`config.mk`:
```
export PLATFORM = sky130hd
export DESIGN_NAME = cabac_byte_fetcher
export DESIGN_NICKNAME = d
export VERILOG_FILES = /design/src/rtl/cabac_pkg.sv /design/src/rtl/byte_fifo.sv /design/src/rtl/cabac_byte_fetcher.sv
export SDC_FILE = /design/constraint.sdc
export NUM_CORES = 1
export LEC_CHECK = 0
export ABC_AREA = 1
export ABC_CLOCK_PERIOD_IN_PS = 4700
export BUFFER_PORTS_ARGS = -buffer_cell sky130_fd_sc_hd__buf_2
export CAP_MARGIN = 0
export CORE_ASPECT_RATIO = 0.5
export CORE_MARGIN = 3
export CORE_UTILIZATION = 61
export DETAILED_ROUTE_END_ITERATION = 7
export PLACE_DENSITY_LB_ADDON = 0.05
export SLEW_MARGIN = 10
export SYNTH_ARGS = -nofsm -noshare
export SYNTH_HDL_FRONTEND = slang
export SYNTH_HIERARCHICAL = 1
export SYNTH_SLANG_ARGS = --single-unit
```
`constraint.sdc`:
```
create_clock -name clk -period 4.7 [get_ports clk]
set_input_delay 0.705 -clock clk [delete_from_list [all_inputs] [get_ports clk]]
set_output_delay 0.705 -clock clk [all_outputs]
set_load 0.01 [all_outputs]
```
`src/rtl/cabac_pkg.sv`:
```
// Shared types and constants for the CABAC byte supply path.
package cabac_pkg;

    localparam logic [7:0] EPB_BYTE = 8'h03;

    typedef enum logic [1:0] {
        S_Z0 = 2'd0,
        S_Z1 = 2'd1,
        S_Z2 = 2'd2
    } epb_state_t;

endpackage

```
`src/rtl/byte_fifo.sv`:
```
// First-word-fall-through FIFO; head reads as zero while empty.
module byte_fifo #(
    parameter int DEPTH = 4,
    parameter int W     = 8
) (
    input  logic                       clk,
    input  logic                       rst_n,
    input  logic                       flush,
    input  logic                       push,
    input  logic                       pop,
    input  logic [W-1:0]               din,
    output logic [W-1:0]               head,
    output logic                       empty,
    output logic                       full,
    output logic [$clog2(DEPTH):0]     level
);
    localparam int AW = $clog2(DEPTH);
    localparam int LW = AW + 1;

    logic [W-1:0]  mem [DEPTH];
    logic [AW-1:0] wr_ptr, rd_ptr;
    logic          do_push, do_pop;

    assign empty   = (level == '0);
    assign full    = (level == LW'(DEPTH));
    assign do_push = push & ~full & ~flush;
    assign do_pop  = pop & ~empty & ~flush;
    assign head    = empty ? '0 : mem[rd_ptr];

    always_ff @(posedge clk or negedge rst_n) begin
        if (!rst_n) begin
            wr_ptr <= '0;
            rd_ptr <= '0;
            level  <= '0;
        end else if (flush) begin
            wr_ptr <= '0;
            rd_ptr <= '0;
            level  <= '0;
        end else begin
            if (do_push) wr_ptr <= wr_ptr + AW'(1);
            if (do_pop)  rd_ptr <= rd_ptr + AW'(1);
            case ({do_push, do_pop})
                2'b10:   level <= level + LW'(1);
                2'b01:   level <= level - LW'(1);
                default: level <= level;
            endcase
        end
    end

    // Storage needs no reset: head is masked by empty.
    always_ff @(posedge clk) begin
        if (do_push) mem[wr_ptr] <= din;
    end

endmodule

```
`src/rtl/cabac_byte_fetcher.sv`:
```
// Feeds cleaned slice bytes to the arithmetic decoder, stripping 00 00 03 emulation prevention.
module cabac_byte_fetcher
    import cabac_pkg::*;
#(
    parameter int DEPTH = 4,
    parameter int CNT_W = 8
) (
    input  logic                   clk,
    input  logic                   rst_n,
    input  logic                   flush,
    input  logic [7:0]             in_data,
    input  logic                   in_valid,
    output logic                   in_ready,
    input  logic                   request_byte,
    output logic [7:0]             byte_out,
    output logic                   byte_valid,
    output logic                   stall,
    output logic [CNT_W-1:0]       epb_count,
    output logic [$clog2(DEPTH):0] fifo_level
);
    epb_state_t state, state_nxt;
    logic       accept, drop, push, pop;
    logic       empty, full;

    assign in_ready   = ~full & ~flush;
    assign accept     = in_valid & in_ready;
    assign drop       = accept && (state == S_Z2) && (in_data == EPB_BYTE);
    assign push       = accept & ~drop;
    assign byte_valid = ~empty;
    assign pop        = request_byte & byte_valid;
    assign stall      = request_byte & ~byte_valid;

    always_ff @(posedge clk or negedge rst_n) begin
        if (!rst_n)     state <= S_Z0;
        else if (flush) state <= S_Z0;
        else            state <= state_nxt;
    end

    // Zero-run tracker; a dropped 0x03 returns to S_Z0 so the next run starts fresh.
    always_comb begin
        state_nxt = state;
        if (accept) begin
            case (state)
                S_Z0:    state_nxt = (in_data == 8'h00) ? S_Z1 : S_Z0;
                S_Z1:    state_nxt = (in_data == 8'h00) ? S_Z2 : S_Z0;
                S_Z2:    state_nxt = (in_data == 8'h00) ? S_Z2 : S_Z0;
                default: state_nxt = S_Z0;
            endcase
        end
    end

    always_ff @(posedge clk or negedge rst_n) begin
        if (!rst_n)
            epb_count <= '0;
        else if (flush)
            epb_count <= '0;
        else if (drop && (epb_count != '1))
            epb_count <= epb_count + CNT_W'(1);
    end

    byte_fifo #(
        .DEPTH (DEPTH),
        .W     (8)
    ) u_fifo (
        .clk   (clk),
        .rst_n (rst_n),
        .flush (flush),
        .push  (push),
        .pop   (pop),
        .din   (in_data),
        .head  (byte_out),
        .empty (empty),
        .full  (full),
        .level (fifo_level)
    );

endmodule
```
==> metrics.txt, run 1 <==
layout net count=approximately 320; placed cells=344; global-route wire length before repair=8390 um; Synth Register Bits=between 40 and 50; P_leak=1.27 nW; area grow syn2layout=12.5%; Setup TNS Final=0 ns; leading post-synthesis cells by cell area=edfxtp_1 (38%), dfrtp_1 (17%), nor2_1 (7.8%); cell chain of the critical path=nor2_2, nand2_2, inv_1, nor2_4, nand2_4, nor2_4, a21oi_1, nand2_4, nor2_1, inv_1, nor2_1; fin area=approximately 2800 um2; DRC Markers=0; Hold WS=around 0.31 ns; Clk Tree Root Cell=clkbuf_8; HP Class=primary input to async pin; Pwr Density=417 nW/um2; worst skew pair latency=~0.3 ns; CTS sink count=49; DR vias/cell=around 5.3; Tcrit/Tclk final=0.564; CORE AREA=3680 um2; Final setup viols=0; Max-slew headroom=0.483; full die area=4950 um2; dpl ws=1.99 ns; Avg Cell Area, Syn=roughly 9.5 um2; Die W=96.5 um; Ant. Diodes=0; PortBufs=34; synthesized area=2500 um2; Post CTS Setup Buffer Count=0; Max-Cap Viols=0; fin util=0.764; Fin. Hold Viols=0; GRT Residual Overflow=0; Clock Skews=approximately 0.009 ns; Post-synth top flop=edfxtp_1; final wirelength=4890 um; vias in the first global route=1797; Synth async-reset ratio=0.347; Num CTS Buffers=5; fin crit period=2.65 ns; clk slew on worst S/H paths=approximately 0.090 ns; vias=between 1500 and 2000; largest net degree at the start of global routing=19; RR Startpoint=u_fifo/level[1]; Placement Rows=15; layout cells sized above 1=0.223; first drt pass iteration count=5; CTS tree=built; internal reg-to-reg setup slack=2.05 ns; Reg2Reg Capture Point=u_fifo/mem[1][6]; CP Capture Type=flip-flop; slew at the pin with the worst max-slew slack=0.773 ns; crit-path max FO=8; post-synth top area share=0.384; crit path buf inv count=2; Non-Filler Instances=352; Crit path required time=4.64 ns; Yosys cell types=30; Post-CTS Hold Buffers=0; slowest stage delay, CP=approximately 0.6 ns; initial cell density of the core=0.680; register area share after synthesis=0.555; critical path's top delay family=simple AND/OR/NAND/NOR gates; hpwl dp=about 3400 um; Tot GR Track Use=0.225; Critical Path Start Type=flip-flop; top-level port count=35; pins over their slew limit=0; Net Count, Synth=286; Fmax achieved=0.377 GHz; commonest non-fill, non-tap cell in the layout=nor2_1; critical path class=flip-flop to flip-flop; placed cell area=2700 um2; Final Wtd Congestion=0.761; Mapped Cells=264; Synth Warn #=6; Final ANT Viol Nets=0; critical path's slowest cell=nor2_1; cells on worst reg2reg path=11; commonest cells after routing, fill and taps aside=nor2_1 (52), nand2_1 (49), buf_2 (34); status=completed; Overall Power=1.17 mW; drt wl/cell=between 10 and 15 um; unrepaired setup endpoints after global routing=no; CP startpoint=u_fifo/level[1]; worst-case vdd ir drop=331 uV; top cell type by total area after synthesis=edfxtp_1; CTS HTree Levels=2; Arr. time, crit path=2.59 ns; Post-CTS Resized=0; initial DRC count=68; Max Root-Sink Buffers=2; setup ws final=2.05 ns; Die Ht=51.3 um; number of flops mapped to enable cells by yosys=32; initial antenna violation count=0
==> kinds of logic (layout without fill, tap and decap cells) <==
kind of cell,Yosys count,after routing,share of synthesized area
xor+xnor,4,4,0.0140
flops,49,49,0.555
simple gates,133,133,0.245
compound gates,35,35,0.0741
fa+ha+maj,9,9,0.0480
buf+inv,34,71,0.0646
==> area by class of cell <==
class                   instances  area (um2)
flip-flops and latches         49        1390
well taps                      51        63.8
multi-input cells             181         952
fillers                       253         867
clock buffers                   6        72.6
clock inverters                 2        38.8
repair buffers                 34         170
inverters                      29         128
==> worst max-delay path by stage <==
stage                                  end  slack, ns  cells after the start
after CTS                 u_fifo/mem[1][7]       2.05                     11
after floorplan            u_fifo/level[2]       2.39                     17
after global routing      u_fifo/mem[1][7]       1.84                     11
after detailed placement  u_fifo/mem[1][3]       1.99                      8
final                     u_fifo/mem[1][6]       2.05                     11
after global placement    u_fifo/mem[3][7]       2.05                      8
==> cells in the mapped netlist, drive strengths merged (2+ instances only) <==
master and instances:
nand2 58, ha 8, dfrtp 17, a21oi 14, edfxtp 32, nand3 14
inv 27, buf 5, xor2 2, nor2 57, xnor2 2, o21ai 20
==> power by group <==
part           leakage (nW)  switching [mW]  total (mW)  internal, mW
sequential            0.522          0.0398       0.524         0.484
combinational         0.694           0.225       0.347         0.122
clock                0.0554           0.142       0.302         0.160
total                  1.27           0.407        1.17         0.766
==> sequential cells by signal, indices dropped and copies added, names as in the netlist <==
name,cells
u_fifo/rd_ptr,2
u_fifo/wr_ptr,2
state,2
u_fifo/mem,32
epb_count,8
u_fifo/level,3
==> worst reg2reg max path, delay by kind of cell (launching register included) <==
kind / cells / cell delay [ns]
AND/OR/NAND/NOR: 8 / 1.39
flip-flops: 1 / 0.44
AO/OA/AOI/OAI: 1 / 0.23
buffers and inverters: 2 / 0.23
==> per-layer routing <==
layer / wire [um] / vias up / track usage
li1: - / 922 / -
met1: 2310 / 881 / 0.306
met2: 2320 / 50 / 0.371
met3: 243 / 3 / 0.0529
met4: 17 / 0 / 0.0488
met5: 0 / - / 0
Note: power is estimated with default switching activity, not from simulation.
==> inputs of run 2 (changes only) <==
ABC_AREA = 0   (was 1)
ABC_CLOCK_PERIOD_IN_PS = 2300   (was 4700)
CORE_UTILIZATION = 51   (was 61)
clock period = 2.3 ns   (was 4.7 ns; I/O delays follow)
==> metrics.txt, run 2 <==
worst-case vdd ir drop=386 uV; Hold WS=0.287 ns; HP Class=primary input to flip-flop; fin area=3010 um2; unrepaired setup endpoints after global routing=yes; Reg2Reg Capture Point=u_fifo/level[1]; status=completed; placed cell area=2860 um2; most frequent cells after synthesis=edfxtp_1 (32), dfrtp_1 (17), inv_1 (17), and2_1 (10), nand3_1 (10); Final setup viols=0; clk slew on worst S/H paths=about 0.10 ns; setup ws final=~0.032 ns; post-synthesis compound-gate area fraction=0.0937; number of flops mapped to enable cells by yosys=32; Pwr Density=533 nW/um2; Num CTS Buffers=5; hpwl dp=3590 um; initial antenna violation count=0; CP endpoint=u_fifo/level[1]; most frequently used cell type in the post-synthesis netlist=edfxtp_1; CP startpoint=u_fifo/level[1]; Crit path required time=2.50 ns; Synth Warn #=6; largest net degree at the start of global routing=18; full die area=5790 um2; drt wl/cell=15.8 um; worst skew pair latency=0.30 ns; Fin. Hold Viols=0; DR vias/cell=~5.4; dpl ws=0.0199 ns; Net Count, Synth=216; vias in the first global route=1722; Placement Rows=17; Synth Area in Adders=0.0484; Tcrit/Tclk final=0.986; Max-slew headroom=0.695; cells on worst reg2reg path=9; internal reg-to-reg setup slack=about 0.032 ns; Final ANT Viol Nets=0; leading post-synthesis cells by cell area=edfxtp_1 (39%), dfrtp_1 (17%), mux4_2 (7.3%); CORE AREA=4550 um2; Non-Filler Instances=314; Max-Cap Viols=0; layout net count=269; multiplexer area fraction after synthesis=0.0766; Synth Register Bits=49; Avg Cell Area, Syn=12.8 um2; Yosys cell types=between 50 and 60; register with the most flip-flops=u_fifo/mem; Clock Skews=0.0116 ns; top-level port count=35; fin crit period=2.27 ns; Ant. Diodes=0; RR Startpoint=u_fifo/level[1]; fin util=0.661; critical path class=flip-flop to flip-flop; layout cells sized above 1=0.379; initial DRC count=65; global-route wire length before repair=8540 um; CP Capture Type=flip-flop; first drt pass iteration count=4; Tot GR Track Use=0.186; P_leak=1.21 nW; pins over their slew limit=0; max reg flops=32; placed cells=301; crit-path max FO=5; Post-synth top flop=edfxtp_1; post-synth top area share=0.387; Clk Tree Root Cell=clkbuf_8; Fmax achieved=between 0.4 and 0.5 GHz; final wirelength=4980 um; CTS HTree Levels=2; largest family of logic cells by synthesized area=simple AND/OR/NAND/NOR gates; Mapped Cells=194; CTS sink count=49; register area share after synthesis=0.558; GRT Residual Overflow=0; Die W=about 100 um; post-synthesis simple-gate area fraction=0.160; CTS tree=built; Die Ht=approximately 55 um; xor/xnor share of the synthesized area=0.0141; top flop regs=u_fifo/mem x32, epb_count x8, u_fifo/level x3; slew at the pin with the worst max-slew slack=0.451 ns; synthesized area=2480 um2; commonest cells after routing, fill and taps aside=buf_2 (34), edfxtp_1 (32), buf_4 (20); Arr. time, crit path=2.46 ns; PortBufs=34; Critical Path Start Type=flip-flop; Max Root-Sink Buffers=2; initial cell density of the core=0.545; Synth async-reset ratio=0.347; DRC Markers=0; vias=1709; area grow syn2layout=21.1%; commonest non-fill, non-tap cell in the layout=buf_2; Final Wtd Congestion=~0.77; top cell type by total area after synthesis=edfxtp_1
==> run 2: cell count changes after synthesis, sizes merged, moves of 3 or more <==
cell,before,now
nor3b,1,7
mux4,0,8
clkbuf,0,3
and2,0,11
nor2,57,8
nand3,14,10
inv,27,18
a21oi,14,4
nand2,58,8
o21ai,20,10
and3,0,3
o221ai,0,4
==> run 2: worst min path at each step <==
stage               startpoint               end  slack (ns)  depth (start not counted)
floorplan                rst_n      epb_count[0]        0.05                          0
global placement         rst_n  u_fifo/rd_ptr[0]        0.30                          1
detailed placement       rst_n  u_fifo/rd_ptr[1]        0.31                          1
CTS                 in_data[7]  u_fifo/mem[0][7]        0.28                          1
global route        in_data[6]  u_fifo/mem[0][6]        0.28                          1
finish              in_data[7]  u_fifo/mem[0][7]        0.29                          1
==> run 2: critical path: stages (launching register included) <==
cell,delay [ns]
dfrtp_1,0.41
or3b_4,0.42
inv_4,0.09
nor3b_4,0.05
a21boi_4,0.14
a211oi_2,0.28
fa_2,0.49
inv_2,0.07
a2111oi_2,0.03
o21a_1,0.18
==> run 2: through the flow <==
stage / setup TNS (ns) / power [mW]
floorplan: -3.68 / 1.05
global route: -0.0613 / 1.68
finish: 0 / 1.60
global placement: 0 / 1.11
detailed placement: 0 / 1.11
CTS: 0 / 1.62
==> run 2: cells by family (layout without fill, tap and decap cells) <==
| family | Yosys count | in the layout |
|---|---|---|
| multiplexers | 9 | 9 |
| AO/OA/AOI/OAI | 33 | 33 |
| adder cells (fa/ha/maj) | 9 | 9 |
| buffers and inverters | 27 | 81 |
| flip-flops | 49 | 49 |
| AND/OR/NAND/NOR | 63 | 63 |
| XOR/XNOR | 4 | 4 |
==> run 2: per-layer routing <==
metal	global-route usage	up-vias	part of all wire
met5	0	-	0
met4	0.0299	0	0.0024
met3	0.0595	2	0.058
met2	0.302	48	0.48
met1	0.253	838	0.46
li1	-	821	-
==> run 2: report_power, final <==
part	internal, mW	leakage [nW]	switching, mW
sequential	0.950	0.524	0.00452
clock	0.215	0.0374	0.288
combinational	0.0607	0.645	0.0852
==> run 2: final cells by class <==
class | instances | area, um2
Fill cell | 368 | 1550
Clock inverter | 2 | 15.0
Multi-Input combinational cell | 118 | 1050
Tap cell | 66 | 82.6
Clock buffer | 6 | 72.6
Sequential cell | 49 | 1390
Inverter | 18 | 70.1
Timing Repair Buffer | 55 | 330
==> run 2: timing repair <==
| action | CTS | global route |
|---|---|---|
| buffers inserted | 0 | 4 |
| resized for setup | 0 | 4 |
| endpoints found under the setup margin | 0 | 32 |
| endpoints found under the hold margin | 17 | 0 |
| hold buffers | 1 | 0 |
